`src/rtl/vga_pixel_unpack.sv`:
```
// Unpacks 32-bit frame-buffer words from BRAM into RGB444 pixels with syncs aligned to the data.
// Optional colour-bar generator enabled by `define VGA_PIX_TESTPAT_EN (adds test_pat port).
module vga_pixel_unpack #(
    parameter int RD_LATENCY   = 1,
    parameter int PIX_PER_WORD = 2,
    parameter int BAR_WIDTH    = 80
) (
    input  logic        clk,
    input  logic        reset,
    input  logic        pix_tick,
    input  logic        vid_active_in,
    input  logic        hsync_in,
    input  logic        vsync_in,
    input  logic        bram_en,
    input  logic [31:0] bram_dout,
`ifdef VGA_PIX_TESTPAT_EN
    input  logic        test_pat,
`endif
    output logic [3:0]  vga_r,
    output logic [3:0]  vga_g,
    output logic [3:0]  vga_b,
    output logic        hsync,
    output logic        vsync,
    output logic        underrun,
    output logic        overflow
);

    localparam logic LAST_IDX = 1'(PIX_PER_WORD - 1);

    // Each FIFO entry keeps only the two 12-bit pixels: {word[27:16], word[11:0]}
    logic [23:0]           fifo_q [0:1];
    logic [23:0]           fifo_d [0:1];
    logic [1:0]            count_q, count_d;
    logic                  pix_idx_q, pix_idx_d;
    logic [RD_LATENCY-1:0] en_dly_q, en_dly_d;
    logic                  vsync_in_q;
    logic [11:0]           rgb_q, rgb_d;
    logic                  hsync_q, hsync_d;
    logic                  vsync_q, vsync_d;
    logic                  underrun_q, underrun_d;
    logic                  overflow_q, overflow_d;

    logic                  push_s;
    logic                  pop_s;
    logic                  flush_s;
    logic [1:0]            wr_idx_s;
    logic [11:0]           fb_pix_s;
    logic                  unused_bits_s;

    assign push_s        = en_dly_q[RD_LATENCY-1];
    assign flush_s       = vsync_in & ~vsync_in_q;
    assign fb_pix_s      = pix_idx_q ? fifo_q[0][23:12] : fifo_q[0][11:0];
    assign unused_bits_s = ^{bram_dout[31:28], bram_dout[15:12]};

`ifdef VGA_PIX_TESTPAT_EN
    localparam logic [15:0] BAR_W16 = 16'(BAR_WIDTH);

    logic [15:0] col_q, col_d;
    logic [2:0]  bar_c_s;
    logic [11:0] bar_rgb_s;

    assign bar_c_s   = 3'd7 - 3'(col_q / BAR_W16);
    assign bar_rgb_s = {{4{bar_c_s[2]}}, {4{bar_c_s[1]}}, {4{bar_c_s[0]}}};
`endif

    // Next-state logic for pixel output, FIFO, strobe delay line and sticky flags
    always_comb begin
        fifo_d[0]  = fifo_q[0];
        fifo_d[1]  = fifo_q[1];
        count_d    = count_q;
        pix_idx_d  = pix_idx_q;
        rgb_d      = rgb_q;
        hsync_d    = hsync_q;
        vsync_d    = vsync_q;
        underrun_d = underrun_q;
        overflow_d = overflow_q;
        pop_s      = 1'b0;
        en_dly_d   = (en_dly_q << 1) | RD_LATENCY'(bram_en);
`ifdef VGA_PIX_TESTPAT_EN
        col_d      = col_q;
`endif

        if (pix_tick) begin
            hsync_d = hsync_in;
            vsync_d = vsync_in;
            if (vid_active_in) begin
                if (count_q != 2'd0) begin
                    rgb_d = fb_pix_s;
                    if (pix_idx_q == LAST_IDX) begin
                        pix_idx_d = 1'b0;
                        pop_s     = 1'b1;
                    end else begin
                        pix_idx_d = pix_idx_q + 1'b1;
                    end
                end else begin
                    rgb_d      = 12'h000;
                    underrun_d = 1'b1;
                end
`ifdef VGA_PIX_TESTPAT_EN
                rgb_d = test_pat ? bar_rgb_s : rgb_d;
                col_d = col_q + 16'd1;
`endif
            end else begin
                rgb_d = 12'h000;
`ifdef VGA_PIX_TESTPAT_EN
                col_d = 16'd0;
`endif
            end
        end else begin
            rgb_d = rgb_q;
        end

        // Frame resync wins over any pop; a word landing in the same clk survives
        wr_idx_s = count_q - {1'b0, pop_s};
        if (flush_s) begin
            pix_idx_d = 1'b0;
            count_d   = push_s ? 2'd1 : 2'd0;
            fifo_d[0] = push_s ? {bram_dout[27:16], bram_dout[11:0]} : fifo_q[0];
        end else begin
            if (pop_s) begin
                fifo_d[0] = fifo_q[1];
            end else begin
                fifo_d[0] = fifo_q[0];
            end
            if (push_s && (count_q == 2'd2)) begin
                overflow_d = 1'b1;
                count_d    = count_q - {1'b0, pop_s};
            end else if (push_s) begin
                fifo_d[wr_idx_s[0]] = {bram_dout[27:16], bram_dout[11:0]};
                count_d             = wr_idx_s + 2'd1;
            end else begin
                count_d = wr_idx_s;
            end
        end
    end

    // State registers with synchronous reset
    always_ff @(posedge clk) begin
        if (reset) begin
            fifo_q[0]  <= 24'h000000;
            fifo_q[1]  <= 24'h000000;
            count_q    <= 2'd0;
            pix_idx_q  <= 1'b0;
            en_dly_q   <= '0;
            vsync_in_q <= 1'b0;
            rgb_q      <= 12'h000;
            hsync_q    <= 1'b0;
            vsync_q    <= 1'b0;
            underrun_q <= 1'b0;
            overflow_q <= 1'b0;
`ifdef VGA_PIX_TESTPAT_EN
            col_q      <= 16'd0;
`endif
        end else begin
            fifo_q[0]  <= fifo_d[0];
            fifo_q[1]  <= fifo_d[1];
            count_q    <= count_d;
            pix_idx_q  <= pix_idx_d;
            en_dly_q   <= en_dly_d;
            vsync_in_q <= vsync_in;
            rgb_q      <= rgb_d;
            hsync_q    <= hsync_d;
            vsync_q    <= vsync_d;
            underrun_q <= underrun_d;
            overflow_q <= overflow_d;
`ifdef VGA_PIX_TESTPAT_EN
            col_q      <= col_d;
`endif
        end
    end

    assign vga_r    = rgb_q[11:8];
    assign vga_g    = rgb_q[7:4];
    assign vga_b    = rgb_q[3:0];
    assign hsync    = hsync_q;
    assign vsync    = vsync_q;
    assign underrun = underrun_q;
    assign overflow = overflow_q;

endmodule

```
`config.mk`:
```
export PLATFORM = sky130hd
export DESIGN_NAME = vga_pixel_unpack
export DESIGN_NICKNAME = d
export VERILOG_FILES = /design/src/rtl/vga_pixel_unpack.sv
export SDC_FILE = /design/constraint.sdc
export NUM_CORES = 1
export LEC_CHECK = 0
export ABC_AREA = 0
export BUFFER_PORTS_ARGS = -buffer_cell sky130_fd_sc_hd__buf_2
export CORE_UTILIZATION = 50
export CTS_CLUSTER_SIZE = 25
export DETAILED_ROUTE_END_ITERATION = 10
export GPL_ROUTABILITY_DRIVEN = 0
export MAX_ROUTING_LAYER = met4
export PLACE_DENSITY_LB_ADDON = 0.25
export REMOVE_ABC_BUFFERS = 1
export SLEW_MARGIN = 20
export SYNTH_ARGS = -nofsm -noshare
export SYNTH_HDL_FRONTEND = slang
export SYNTH_SLANG_ARGS = --single-unit
```
`constraint.sdc`:
```
create_clock -name clk -period 2 [get_ports clk]
set_input_delay 0.1 -clock clk [delete_from_list [all_inputs] [get_ports clk]]
set_output_delay 0.1 -clock clk [all_outputs]
set_load 0.05 [all_outputs]
```
* After elaboration in Yosys (flattened, before gate mapping)
Memory sizes are Yosys's and may differ from the RTL's.
Index checks and enable logic that the tools add are counted.
** Storage, ports and cells
- Register bits after elaboration :: 21
- Bits in latches :: 0
- Memory bits (writable) :: 48
- Bits in read-only memories :: 0
- Bits of input ports :: 39
- Output and inout port bits :: 16
- Memories kept :: 1
** Memories
- fifo_q :: words 2, bits a word 24, rd ports 2, clocked after Yosys merged registers in 0, wr ports 2, RTL line 31 : logic [23:0] fifo_q [0:1];
** Operators by class
- $add $sub $neg :: 3
- Multiply operators :: 0
- Div/mod/pow operators :: 0
- Magnitude comparators :: 2
- Eq/ne operators :: 1
- Shifts and indexed selects :: 0
- Mux-type cells :: 27
- Bitwise operators :: 7
- Reductions and logical operators :: 7
** Operator list (count)
- $mux W24 :: 8
- $mux W48 :: 2
- $bwmux W48 :: 1
- $mux W12 :: 3
- $demux W24 S1 :: 1
- $mux W1 :: 9
- $mux W2 :: 3
- $reduce_and A3 Y1 :: 2
- $not A1 Y1 :: 3
- $add A2 B1 Y2 const B :: 1
- $eq A2 B2 Y1 const B :: 1
- $ge A2 B2 Y1 const B :: 1
- $logic_and A1 B1 Y1 :: 2
- $lt A2 B1 Y1 const B :: 1
- $not A1 Y2 :: 1
- $or A1 B1 Y1 :: 2
- $reduce_and A2 Y1 :: 1
- $reduce_bool A2 Y1 :: 1
- $reduce_or A2 Y1 :: 1
- $sub A2 B1 Y2 :: 1
- $add A1 B1 Y1 const B :: 1
- $and A1 B1 Y1 :: 1

* Depth between registers and ports, before layout
- Depth in word-level cells :: 15
- Depth in mapped cells :: 7
- Gate-level depth less buffers :: 4

* Least setup slack after synthesis
Ideal clock, no wire load.
- Path kind :: register to register
- Start point :: register pix_idx_q
- End point :: register with a tool-made name
- Library setup time :: 0.132 ns
- Data arrival time :: 1.357 ns
- Path slack :: 0.511 ns
- Cell stages (with the launch flop) :: 8
- Path buffers :: 3
- Period minus slack after synthesis :: 1.489 ns
- Cells stage by stage :: dfxtp_1 > buf_2 > and3_4 > or3_1 > buf_2 > buf_6 > nand2_1 > a21oi_1
** RTL lines
- start: declaration :: RTL line 34 : logic pix_idx_q, pix_idx_d;
- start signal: assignment :: RTL line 158 : pix_idx_q <= pix_idx_d;

==> reports/qor.csv <==
metric,value,unit
Yosys reg bits,69,
H-tree depth,3,
Max-Cap Viols,0,
Worst Hold Class,input pin to flip-flop,
Core Rows,26,
vias in the first global route,2321,
Tmin final,1.93,ns
Clock Sinks,69,
RSZ-0062 raised after global routing,no,
routed length on met1,2940,um
pwr dens,807,nW/um2
Worst Max-Slew Pin Slew,0.969,ns
placed instance count,409,
GR Overflow Total,0,
Core ar.,5240,um2
top routing layer in use,met4,
"Setup violations, final",0,
drt pass-1 iters,4,
IO Count,55,
Critical Path End Type,flip-flop,
Clock Tree Buf Depth,2,
clock skew,0.0155,ns
pre-CTS WS,-0.0152,ns
CP Max Fanout,12,
CTS Buf Count,9,
largest net degree at the start of global routing,38,
first-pass GRT wire length,11100,um
drt drc,0,
"CTS clk-pin slew, worst paths",0.07,ns
nets@finish,412,
Critical Path RT,2.29,ns
Worst Path Arrival,2.22,ns
remaining antenna violation count,0,
Clock Latency Late Sink,0.36,ns
Die H,76.6,um
synthesized instance count,304,
Die ar.,5870,um2
# diodes,0,
slowest cell on the critical path,a311oi_2,
CTS tree,yes,
Max Freq,517,MHz
port bufs,46,
CP Cell Sequence,dlygate4sd3_1 > buf_2 > or2b_4 > a21oi_2 > a311oi_2 > a221o_1,
Routed WL,6920,um
"commonest non-fill, non-tap cells in the layout","69 x dfxtp_1, 50 x nand2_1, 46 x buf_2",
PnR worst setup slack,0.0653,ns
Fin. Hold Viols,0,
CP startpoint kind,input pin,
Layout Utilization,66.8,%
routed via count,2434,
Starting Density,53.2,%
setup tns final,0,ns
vias per cell,5.43,
Die Wd,76.6,um
critical path class,input pin to flip-flop,
"most common cell after layout, fill and taps aside",dfxtp_1,
max incr delay on CP,0.79,ns
syn_area_per_cell,9.16,um2
count of pins over their slew limit,0,
initial antenna violation count,0,
Unique masters post-synth,34,
CTS root buffer,clkbuf_8,
sequential-to-total area share from yosys stat,49.6,%
Layout Area Growth over Synthesis,25.7,%
Leakage Power,1.45,nW
status,completed,
metal2 WL,3360,um
Tcrit/Tclk final,96.7,%
WL met3,487,um
Starting DRT DRC Count,178,
Post-Syn Area,2780,um2
relative max-transition margin,35.4,%
post-DP HPWL,3970,um
share of layout cells above drive strength 1,22.2,%
worst vdd ir,460,uV
WL per Instance,15.4,um
Final Non-Filler Cells,448,
Synth warnings,0,
GRT Util Overall,25.1,%
Post-CTS Repair Setup Buffers,0,
[layout make-up]
type	count	area (um2)
Clock buffer	12	145
Clock inverter	4	47.5
Fill cell	437	1740
Inverter	2	7.51
Multi-Input combinational cell	210	1280
Sequential cell	69	1380
Tap cell	70	87.6
Timing Repair Buffer	81	548
[Yosys cell counts]
library cell / n / area, um2
buf_1: 1 / 3.75
nor3_1: 4 / 20.0
or2b_4: 1 / 11.3
clkbuf_1: 9 / 33.8
o21ai_0: 1 / 5.00
and3_1: 24 / 150
a31oi_1: 1 / 6.26
a311oi_4: 1 / 26.3
a311oi_2: 1 / 15.0
nand4_1: 1 / 6.26
inv_1: 2 / 7.51
a211o_1: 2 / 17.5
a2111oi_0: 1 / 8.76
nand3_1: 1 / 5.00
a221o_1: 22 / 220
o211ai_1: 1 / 7.51
nand2b_2: 1 / 8.76
nand2b_1: 1 / 6.26
a21oi_2: 2 / 17.5
and3_4: 1 / 11.3
nor2_1: 32 / 120
nor2b_1: 3 / 18.8
and2_1: 2 / 12.5
or2_4: 1 / 8.76
mux2i_1: 14 / 140
buf_6: 6 / 67.6
xor2_1: 1 / 8.76
dfxtp_1: 69 / 1380
nand2_1: 50 / 188
buf_2: 8 / 40.0
a32oi_1: 1 / 8.76
or3_1: 1 / 6.26
nor3_2: 1 / 10.0
a21oi_1: 37 / 185
[metal layers]
metal / GRT usage, % / vias to the layer above
met2: 41.6 / 87
met5: - / -
met3: 4.67 / 14
li1: - / 1212
met1: 28.8 / 1121
met4: 12.9 / 0
[worst max-delay path: cells and delay by family]
kind / cells / cell delay (ns)
buffers and inverters: 2 / 0.70
AOI/OAI and AO/OA: 3 / 1.16
and+or+nand+nor: 1 / 0.25
[path summary, 6_finish.rpt]
kind	startpoint	depth (start not counted)	slack (ns)	endpoint
max	vsync_in	6	0.07	fifo_q[0][20]
min	bram_dout[11]	3	0.01	flip-flop
max reg2reg	count_q[0]	4	0.10	fifo_q[0][20]
min reg2reg	flip-flop	2	0.45	flip-flop
[report_power, final]
group	leakage, nW	internal (mW)	switching, mW
clock	0.0964	0.607	0.524
sequential	0.560	1.41	0.0244
combinational	0.798	0.115	0.140
[cell families after synthesis]
kind of cell              Yosys count  share of synthesized area (%)
muxes                              14                           5.03
xor gates and xnor gates            1                          0.315
buffers and inverters              26                           5.48
and+or+nand+nor                   124                           20.9
AOI/OAI and AO/OA                  70                           18.6
DFF                                69                           49.6
[repair_timing]
| action | 4_1_cts | 5_1_grt |
|---|---|---|
| setup endpoints to repair | 2 | 37 |
| endpoints found under the hold margin | 32 | 0 |
| gates cloned | 0 | 1 |
| hold buffers | 22 | 0 |
| resized for setup | 0 | 3 |
| pin swaps | 1 | 1 |
[stage by stage]
stage	cell area [um2]	total power [mW]	hold slack [ns]
floorplan	2640	1.57	0.169
global placement	3050	1.68	0.309
detailed placement	3050	1.68	0.331
CTS	3470	2.82	0.00176
global route	3500	2.91	0.0143
finish	3500	2.82	0.0101
No activity file was read; power rests on OpenSTA's default activity.
